**config.mk**
```make
export PLATFORM = sky130hd
export DESIGN_NAME = lu_vector_seq
export DESIGN_NICKNAME = d
export VERILOG_FILES = /design/src/rtl/lu_vector_seq.sv
export SDC_FILE = /design/constraint.sdc
export NUM_CORES = 1
export LEC_CHECK = 0
export CAP_MARGIN = 20
export CORE_UTILIZATION = 45
export DETAILED_ROUTE_END_ITERATION = 6
export GPL_ROUTABILITY_DRIVEN = 0
export PLACE_DENSITY = 0.76
export RECOVER_POWER = 50
export SETUP_SLACK_MARGIN = 0.3
export SLEW_MARGIN = 20
export SYNTH_ARGS = -nofsm -noshare
export SYNTH_HDL_FRONTEND = slang
export SYNTH_SLANG_ARGS = --single-unit
```
**constraint.sdc**
```tcl
create_clock -name clk -period 1.41 [get_ports clk]
set_input_delay 0.282 -clock clk [delete_from_list [all_inputs] [get_ports clk]]
set_output_delay 0.282 -clock clk [all_outputs]
set_load 0.01 [all_outputs]
```
**src/rtl/lu_vector_seq.sv**
```systemverilog
// Stimulus sequencer and result collector for the two-function logic unit.
// Sweeps {ch,a,b} through all eight combinations, captures the unit's OR and
// AND outputs into two truth tables and flags any deviation from the expected
// tables. Each vector is held for HOLD cycles and then sampled for one cycle.
module lu_vector_seq #(
  parameter int unsigned HOLD    = 1,        // legal range 1..15
  parameter logic [3:0]  EXP_OR  = 4'b1110,  // indexed by {a,b}
  parameter logic [3:0]  EXP_AND = 4'b1000   // indexed by {a,b}
) (
  input  logic       clk,
  input  logic       rst_n,
  input  logic       start,
  input  logic       s_or,
  input  logic       s_and,
  output logic       a,
  output logic       b,
  output logic       ch,
  output logic       busy,
  output logic       done,
  output logic [3:0] table_or,
  output logic [3:0] table_and,
  output logic       mismatch
);

  typedef enum logic [1:0] {
    IDLE   = 2'd0,
    DRIVE  = 2'd1,
    SAMPLE = 2'd2,
    FINISH = 2'd3
  } state_e;

  localparam logic [3:0] HOLD_RELOAD = 4'(HOLD - 1);

  state_e     state_q, state_d;
  logic [2:0] idx_q, idx_d;          // {ch,a,b} of the vector being driven
  logic [3:0] hold_q, hold_d;        // remaining DRIVE cycles before SAMPLE
  logic [3:0] table_or_q, table_or_d;
  logic [3:0] table_and_q, table_and_d;
  logic       mismatch_q, mismatch_d;
  logic [1:0] ab;                    // table index {a,b} of the current vector

  assign ab = idx_q[1:0];

  // State register and datapath registers.
  always_ff @(posedge clk or negedge rst_n) begin
    if (!rst_n) begin
      state_q     <= IDLE;
      idx_q       <= 3'd0;
      hold_q      <= 4'd0;
      table_or_q  <= 4'b0000;
      table_and_q <= 4'b0000;
      mismatch_q  <= 1'b0;
    end else begin
      // NOTE: non-blocking assignments so every register samples the values
      // from before this edge, independent of statement order.
      state_q     <= state_d;
      idx_q       <= idx_d;
      hold_q      <= hold_d;
      table_or_q  <= table_or_d;
      table_and_q <= table_and_d;
      mismatch_q  <= mismatch_d;
    end
  end

  // Next-state logic: sequencing, table capture and mismatch detection.
  always_comb begin
    // NOTE: every variable gets a hold-value default first, so no path through
    // the case statement can leave one unassigned and infer a latch.
    state_d     = state_q;
    idx_d       = idx_q;
    hold_d      = hold_q;
    table_or_d  = table_or_q;
    table_and_d = table_and_q;
    mismatch_d  = mismatch_q;

    unique case (state_q)
      IDLE: begin
        if (start) begin
          table_or_d  = 4'b0000;
          table_and_d = 4'b0000;
          mismatch_d  = 1'b0;
          idx_d       = 3'd0;
          hold_d      = HOLD_RELOAD;
          state_d     = DRIVE;
        end
      end

      DRIVE: begin
        if (hold_q == 4'd0) begin
          state_d = SAMPLE;
        end else begin
          hold_d = hold_q - 4'd1;
        end
      end

      SAMPLE: begin
        if (!idx_q[2]) begin
          // OR function selected: the AND path must stay quiet.
          table_or_d[ab] = s_or;
          if ((s_or != EXP_OR[ab]) || s_and) begin
            mismatch_d = 1'b1;
          end
        end else begin
          // AND function selected: the OR path must stay quiet.
          table_and_d[ab] = s_and;
          if ((s_and != EXP_AND[ab]) || s_or) begin
            mismatch_d = 1'b1;
          end
        end
        // After the last vector idx wraps to 0, which returns a/b/ch to 0
        // for FINISH and IDLE without a separate clear.
        idx_d = idx_q + 3'd1;
        if (idx_q == 3'd7) begin
          state_d = FINISH;
        end else begin
          hold_d  = HOLD_RELOAD;
          state_d = DRIVE;
        end
      end

      FINISH: begin
        state_d = IDLE;
      end

      default: begin
        state_d = IDLE;
      end
    endcase
  end

  // Operands come straight from the idx register; status decodes the state.
  assign b         = idx_q[0];
  assign a         = idx_q[1];
  assign ch        = idx_q[2];
  assign busy      = (state_q == DRIVE) || (state_q == SAMPLE);
  assign done      = (state_q == FINISH);
  assign table_or  = table_or_q;
  assign table_and = table_and_q;
  assign mismatch  = mismatch_q;

endmodule

```
Yosys cells after proc, flatten, opt, wreduce, memory -nomap -nowiden
Cells that the tools add are included.
- flip-flop bits (word level): 18
- latch bits: 0
- RAM bits: 0
- ROM bits: 0
- bits of input ports: 5
- output and inout port bits: 14
- word-level logic and storage cells: 65
- memories kept: 0
- $add $sub $neg: 2
- $mul: 0
- div/mod/pow operators: 0
- $lt $le $gt $ge: 2
- equal/unequal tests: 14
- shift-type cells: 0
- mux-type cells: 27
- bitwise logic cells: 0
- reduce and logical (&&, ||, !) cells: 14
- operator list (kind ; number):
    $mux W4 ; 5
    $pmux W4 S2 ; 2
    $ne A2 B2 Y1 const B ; 6
    $pmux W4 S3 ; 1
    $bwmux W4 ; 2
    $pmux W2 S4 ; 1
    $reduce_and A4 Y1 ; 2
    $mux W1 ; 7
    $mux W2 ; 3
    $ne A3 B3 Y1 const B ; 2
    $pmux W3 S2 ; 1
    $reduce_and A3 Y1 ; 2
    $bmux W1 S2 ; 2
    $eq A2 B2 Y1 const B ; 2
    $logic_not A4 Y1 ; 1
    $reduce_and A2 Y1 ; 2
    $sub A4 B1 Y4 const B ; 1
    $add A3 B1 Y3 const B ; 1
    $eq A3 B3 Y1 const B ; 1
    $logic_or A1 B1 Y1 ; 3
    $lt A2 B3 Y1 const B ; 1
    $mux W3 ; 1
    $reduce_bool A3 Y1 ; 1
    $demux W1 S2 ; 1
    other kinds (7) ; 8

Logic depth before layout (Yosys ltp)
Gate-level depths: netlist of the first run.
- word-level depth: 7
- depth in mapped cells: 6
- depth with buffers taken out: 5

Worst setup path after synthesis of the first run
OpenSTA, ideal clock, no wires.
- path type: register to register
- start: register state_q[0]
- end: register table_and_q[3] (netlist: table_and[3])
- library setup time: 0.124 ns
- arrival time: 1.419 ns
- required time: 1.286 ns
- path slack: -0.133 ns
- stages on the path, launching flop included: 7
- path buffers: 1
- clock period less this slack: 1.543 ns
- cells stage by stage: dfrtp_1 -> inv_1 -> ha_1 -> buf_2 -> mux2_4 -> a41oi_1 -> o2bb2ai_1
- cells in the longest elaborated chain, start to end: 3
- elaborated cells between the ends (all ways): 7
- classes of those cells: eq/ne: 3; mux: 1; reduce/logical: 3
- ends and longest elaborated chain (element ; line ; RTL):
    start: declaration ; 34 ; state_e state_q, state_d;
    start signal: assignment ; 56 ; state_q <= state_d;
    $eq A2 B2 Y1 / $logic_not A2 Y1 (equally long branches) ; 76 ; unique case (state_q)
    $ne A2 B2 Y1 (no line) / $reduce_bool A2 Y1 (equally long branches) ; - ;
    $reduce_and A3 Y1 (no line) ; - ;
    end signal: assignment ; 60 ; table_and_q <= table_and_d;
    end: declaration ; 38 ; logic [3:0] table_and_q, table_and_d;
Parallel ways exist; a longest one is shown, timed or not.
A chain may end at the register's enable or synchronous reset.

Final worst setup path of the first run
- start: register state_q[0]
- end: register mismatch_q (netlist: mismatch)
- elaborated cells between the ends (all ways): 8
- classes of those cells: eq/ne: 4; mux: 1; reduce/logical: 3
- RTL lines (element ; line ; RTL):
    $eq A2 B2 Y1 / $logic_not A2 Y1 (equally long branches) ; 76 ;
    $pmux W1 S2 (*) ; 76 ;
    named net mismatch_d ; 39 ; logic mismatch_q, mismatch_d;
    end signal: assignment ; 61 ; mismatch_q <= mismatch_d;
    end: declaration ; 39 ;
Mark *: on every way through the listed nets, which the timed path passes. The rest lies on a longest branch.

==> summary.txt, run 1 <==
Route
  • WL/cell: 19.4 µm
  • Remaining antenna violation count after routing: 0
  • Via count: 1230
  • Detailed Route WL: 4000 µm
  • Avg Vias per Cell: 5.97
  • Drt first pass iters: 4
  • Starting DRC count in detailed routing: 18
  • Residual DRC: 0

Timing
  • Setup TNS: -625 ps
  • Slew headroom: 67.4%
  • Final period util: 106%
  • Min Tclk post-route: 1500 ps
  • RSZ-0062 raised after global routing: yes
  • Final-report hold violation count: 0
  • Highest Clock Rate: 668 MHz
  • Clock Skew: 6.94 ps
  • Setup ws final: -86.0 ps
  • Tightest Pin Transition: 488 ps
  • Final setup vio count: 13
  • Max-slew violation count: 0

Synth
  • Post-synth EDFFs: 0
  • Top-count cell post-synth: dfrtp_1
  • Top-area cell type share of the netlist area: 39.1%
  • Avg Synthesized Cell Area: 10.0 µm²
  • Synth Cell Area: 1150 µm²
  • Cells after synthesis: 115
  • Synth cell count leaders: dfrtp_1 (18), ha_1 (15), nand2_1 (14), inv_1 (8), o211ai_1 (8)
  • Ys async rst share: 100%
  • Syn nets: 135
  • Ys flop type: dfrtp_1
  • Register area share after synthesis: 39.1%
  • Yosys warnings: 0
  • FF+latch count, synth: 18
  • Area leader, netlist: dfrtp_1
  • Number of distinct library cells after synthesis: 33
  • Synth top area cells: dfrtp_1 (39%), ha_1 (16%), o211ai_1 (5.2%), nand2_1 (4.6%), nand4_1 (3.3%)

Global routing
  • Vias in the first global route: 1229
  • Largest net degree at the start of global routing: 19
  • Total GRT Usage: 28.1%
  • Initial antenna violation count: 0
  • First-pass GRT wire length: 5550 µm
  • Grt ovf: 0

Status
  • Failing checks: negative setup slack
  • Status: finished with violations

Setup path
  • Setup CP Type: reg -> reg
  • Endpoint class of the critical path: flop
  • Critical Path Max Stage Delay: 410 ps
  • Worst path most repeated cell: buf_6
  • Cells along the critical path: inv_2 -> buf_6 -> ha_4 -> buf_6 -> buf_4 -> nand2_1 -> o31ai_2
  • CP Max Fanout: 6
  • Critical Path Source Type: flop
  • CP required: 1630 ps
  • CP max-delay cell: dfrtp_1
  • Arrival time of the worst setup path: 1720 ps

Place
  • Number of I/O port buffers: 18
  • Placed cell area: 1590 µm²
  • Post-placement cell count: 177
  • Hpwl dp: 2110 µm

Clocking
  • Root Buffer: clkbuf_4
  • Num CTS Buffers: 3
  • H-tree depth: 1
  • Maximum clock path buffer count: 2
  • Worst-path clk slew: 120 ps
  • Post-CTS Hold Buffers: 0
  • CTS tree: yes
  • Later-pin clock latency in the skew report: 310 ps
  • # clock sinks: 18

Floorplan
  • Die height: 52.6 µm
  • Die X-Extent: 52.6 µm
  • Initial Utilization: 49.7%
  • I/O Pins: 19
  • Core ar.: 2320 µm²
  • DIE AREA: 2770 µm²
  • FP Rows: 17

Hold path
  • Hold WC Path Type: in -> async

Pwr
  • Pwr Total: 3.78 mW
  • Cell Pwr Density: 1940 nW/µm²
  • Leak: 0.896 nW
  • VDD IR max: 1580 µV

Cells and area
  • Area growth syn-to-layout: 69.1%
  • Final nets: 199
  • Finished Core Util: 84.0%
  • Layout cell share with drive strength beyond 1: 56.7%
  • Multi-input logic area: 897 µm²
  • Diode count: 0
  • FF/Latch Area: 454 µm²
  • Fill count: 122
  • Final std cells w/o fill: 206
  • Final Cell Area: 1950 µm²

Flow run
  • Max Cap Viol: 0
-- state kept, by name, summed over array words and instances, names as in the netlist --
name       cells
mismatch       1
state_q        2
hold_q         4
table_or       4
table_and      4
idx_q          3
-- worst max-delay path, delay by kind of cell, from the launching register on --
kind | cells | cell delay [ps]
AO/OA/AOI/OAI | 1 | 230
AND/OR/NAND/NOR | 1 | 100
buffers and inverters | 4 | 470
adder cells (fa/ha/maj) | 1 | 190
flip-flops | 1 | 410
-- where the power goes --
part	switching (mW)	total, mW	internal (mW)
Combinational	1.31	2.66	1.35
Clock	0.188	0.345	0.158
Sequential	0.113	0.777	0.664
-- what timing repair did --
item / in CTS / in global routing
resized for setup: 75 / 32
pin swaps: 7 / 14
setup buffers: 15 / 9
cloned: 1 / 0
endpoints found under the setup margin: 32 / 32
-- path summary, 6_finish.rpt --
kind	startpoint	to	slack, ps	cells after the start
setup / recovery	state_q[0]	mismatch	-90	7
hold / removal	rst_n	table_and[2]	450	2
setup reg to reg	state_q[0]	mismatch	-90	7
hold reg to reg	hold_q[0]	hold_q[0]	600	2
max in group asynchronous	rst_n	idx_q[2]	590	2
min in group clk	hold_q[0]	hold_q[0]	600	2
-- metrics by stage --
stage               worst slack, ps  hold slack [ps]
finish                        -86.0              454
global route                   -122              475
CTS                           -79.4              301
detailed placement             -204              501
global placement               -154              486
floorplan                     -5.64            -13.6
-- layer usage --
metal  up-vias  part of all wire, %  track usage [%]
li1        550                    -                -
met1       610                   39             29.4
met2        54                   52             51.3
met3        16                  4.7             6.96
met4         0                  3.7             14.0
met5         -                    0                0
-- placed cells by master (no fill, tap or decap), drive strengths merged, types with 3 or more instances in the layout --
master / count
buf: 55
dfrtp: 18
ha: 15
nand2: 14
o211ai: 8
inv: 8
nand4: 6
nor2b: 6
clkbuf: 5
o21ai: 5
a22o: 3
clkdlybuf4s50: 3
mux2i: 3
nand2b: 3
nor3: 3
-- layout make-up --
type / count / area share, %
multi-input combinational: 88 / 46.1
clock buffer: 4 / 1.86
timing repair buffer: 60 / 25.0
sequential: 18 / 23.3
inverter: 8 / 1.93
tap: 28 / 1.80
-- logic make-up after synthesis --
family | share of synthesized area, %
AND/OR/NAND/NOR | 18.5
AO/OA/AOI/OAI | 18.1
flip-flops | 39.1
adder cells (fa/ha/maj) | 16.3
buffers and inverters | 3.37
multiplexers | 3.91
XOR/XNOR | 0.760
(Power assumes the default switching activity.)
==> inputs of run 2 (changes only) <==
==> constraint.sdc (replaced) <==
create_clock -name clk -period 1.28 [get_ports clk]
set_input_delay 0.256 -clock clk [delete_from_list [all_inputs] [get_ports clk]]
set_output_delay 0.256 -clock clk [all_outputs]
set_load 0.01 [all_outputs]
==> summary.txt, run 2 (synthesis gave the netlist of run 1 again) <==
Clocking
  • Maximum clock path buffer count: 2 (unchanged)
  • Later-pin clock latency in the skew report: 300 ps (about the same)
  • Worst-path clk slew: 100 ps (-20 ps)
  • # clock sinks: 18 (unchanged)
  • Num CTS Buffers: 3 (unchanged)
  • Post-CTS Hold Buffers: 0 (unchanged)
  • H-tree depth: 1 (unchanged)
  • CTS tree: yes
  • Root Buffer: clkbuf_4

Route
  • Via count: 1230 (unchanged)
  • Remaining antenna violation count after routing: 0 (unchanged)
  • Routed wl met2: 2100 µm (+0.67%)
  • Top Layer Used: met4
  • Wire length on met3: 167 µm (-11%)
  • M1 WL: 1520 µm (-3.7%)
  • Drt first pass iters: 4 (unchanged)
  • Detailed Route WL: 3900 µm (-2.4%)
  • Avg Vias per Cell: 5.94 (-0.48%)
  • WL/cell: 18.9 µm (-2.9%)
  • Residual DRC: 0 (unchanged)
  • Starting DRC count in detailed routing: 32 (+14)

Place
  • Number of I/O port buffers: 18 (unchanged)
  • Post-placement cell count: 182 (+2.8%)
  • Hpwl dp: 2210 µm (+4.8%)

Global routing
  • Grt ovf: 0 (unchanged)
  • First-pass GRT wire length: 5510 µm (-0.74%)
  • Largest net degree at the start of global routing: 19 (unchanged)
  • Initial antenna violation count: 0 (unchanged)
  • Total GRT Usage: 28.3% (+0.23 points)
  • Vias in the first global route: 1207 (-1.8%)

Timing
  • Tightest Pin Transition: 483 ps (-5.29 ps)
  • Min Tclk post-route: 1510 ps (+12.0 ps)
  • Final-report hold violation count: 0 (unchanged)
  • Max-slew violation count: 0 (unchanged)
  • Final setup vio count: 19 (+6)
  • Setup ws final: -228 ps (-142 ps)
  • Slew headroom: 67.8% (+0.35 points)
  • RSZ-0062 raised after global routing: yes
  • Clock Skew: 1.63 ps (-5.31 ps)
  • Highest Clock Rate: 663 MHz (-0.80%)
  • Final period util: 118% (+12 points)

Floorplan
  • DIE AREA: 2770 µm² (unchanged)
  • Die height: 52.6 µm (unchanged)
  • Die X-Extent: 52.6 µm (unchanged)
  • I/O Pins: 19 (unchanged)
  • Initial Utilization: 49.7% (unchanged)
  • FP Rows: 17 (unchanged)
  • Core ar.: 2320 µm² (unchanged)

Cells and area
  • Layout cell share with drive strength beyond 1: 58.1% (+1.4 points)
  • Commonest non-fill, non-tap cells in the layout: buf_4 (30), buf_6 (17), dfrtp_1 (15)
  • Fill count: 129 (+5.7%)
  • Area growth syn-to-layout: 68.5%
  • Final std cells w/o fill: 207 (+0.49%)
  • Finished Core Util: 83.8% (-0.27 points)
  • Diode count: 0 (unchanged)
  • Final nets: 200 (+0.50%)
  • Commonest non-fill, non-tap cell in the layout: buf_4

Setup path
  • Cells along the critical path: buf_6 -> ha_4 -> buf_6 -> a21o_1 -> o31ai_1 -> o21ai_1
  • Worst path most repeated cell: buf_6
  • CP required: 1470 ps (-160 ps)
  • CP Max Fanout: 6 (unchanged)
  • Arrival time of the worst setup path: 1700 ps (-20 ps)
  • Critical Path Max Stage Delay: 420 ps (about the same)
  • Critical Path Source Type: flop
  • Endpoint class of the critical path: flop
  • CP max-delay cell: dfrtp_1
  • Critical R2R Launch: state_q[1]
  • Setup CP Type: reg -> reg
  • Crit. Startpoint: state_q[1]

Pwr
  • Leak: 0.892 nW (-0.46%)
  • VDD IR max: 1850 µV (+17%)
  • Cell Pwr Density: 2150 nW/µm² (+11%)

Status
  • Failing checks: negative setup slack
  • Status: finished with violations

Hold path
  • Hold WC Path Type: in -> async

Flow run
  • Max Cap Viol: 0 (unchanged)
run 2: cell count changes in the layout (fill, tap and decap cells not counted), moves of 2 or more:
cell / before / now
nand2_2: 0 / 2
buf_4: 32 / 30
buf_6: 14 / 17
o21ai_2: 1 / 3
nand2_1: 14 / 12
run 2: final timing paths:
kind / end / slack [ps] / cells past startpoint
hold reg to reg: table_and[1] / 540 / 1
hold / removal: table_and[0] / 420 / 2
setup reg to reg: hold_q[2] / -230 / 6
min in group clk: table_and[1] / 540 / 1
max in group asynchronous: idx_q[0] / 500 / 2
setup / recovery: hold_q[2] / -230 / 6
run 2: power breakdown:
group | internal (mW) | switching (mW) | total (mW)
combinational | 1.54 | 1.43 | 2.97
sequential | 0.732 | 0.116 | 0.848
clock | 0.174 | 0.188 | 0.362
total | 2.44 | 1.73 | 4.18
run 2: cell type report:
class / count / area, µm² / area share [%]
multi-input cells: 88 / 877 / 45.2
inverters: 8 / 32.5 / 1.68
well taps: 28 / 35.0 / 1.80
repair buffers: 61 / 507 / 26.1
clock buffers: 4 / 36.3 / 1.87
flip-flops and latches: 18 / 454 / 23.4
run 2: critical path, delay by kind of cell (launching register included):
kind | cells | cell delay [ps]
buffers and inverters | 2 | 280
flip-flops | 1 | 420
adder cells (fa/ha/maj) | 1 | 180
AO/OA/AOI/OAI | 3 | 500
run 2: what timing repair did:
item,CTS,global route
pin swaps,8,10
resized for setup,83,25
gates cloned,1,0
buffers inserted,18,2
endpoints found under the setup margin,32,32
run 2: through the flow:
stage	setup slack (ps)	total power, mW	setup TNS [ps]	instance area, µm²	hold WS (ps)
2_1_floorplan	-136	2.08	-1400	1260	-39.6
3_3_place_gp	-258	2.89	-3350	1630	485
3_5_place_dp	-322	2.99	-4130	1630	499
4_1_cts	-191	3.75	-2330	1840	271
5_1_grt	-254	4.39	-3550	1940	435
6_report	-228	4.18	-2850	1940	423
run 2: layer usage:
layer | track usage (%) | up-vias
met4 | 11.8 | 0
met3 | 6.38 | 15
met5 | 0 | -
met2 | 52.5 | 46
li1 | - | 558
met1 | 30.2 | 611
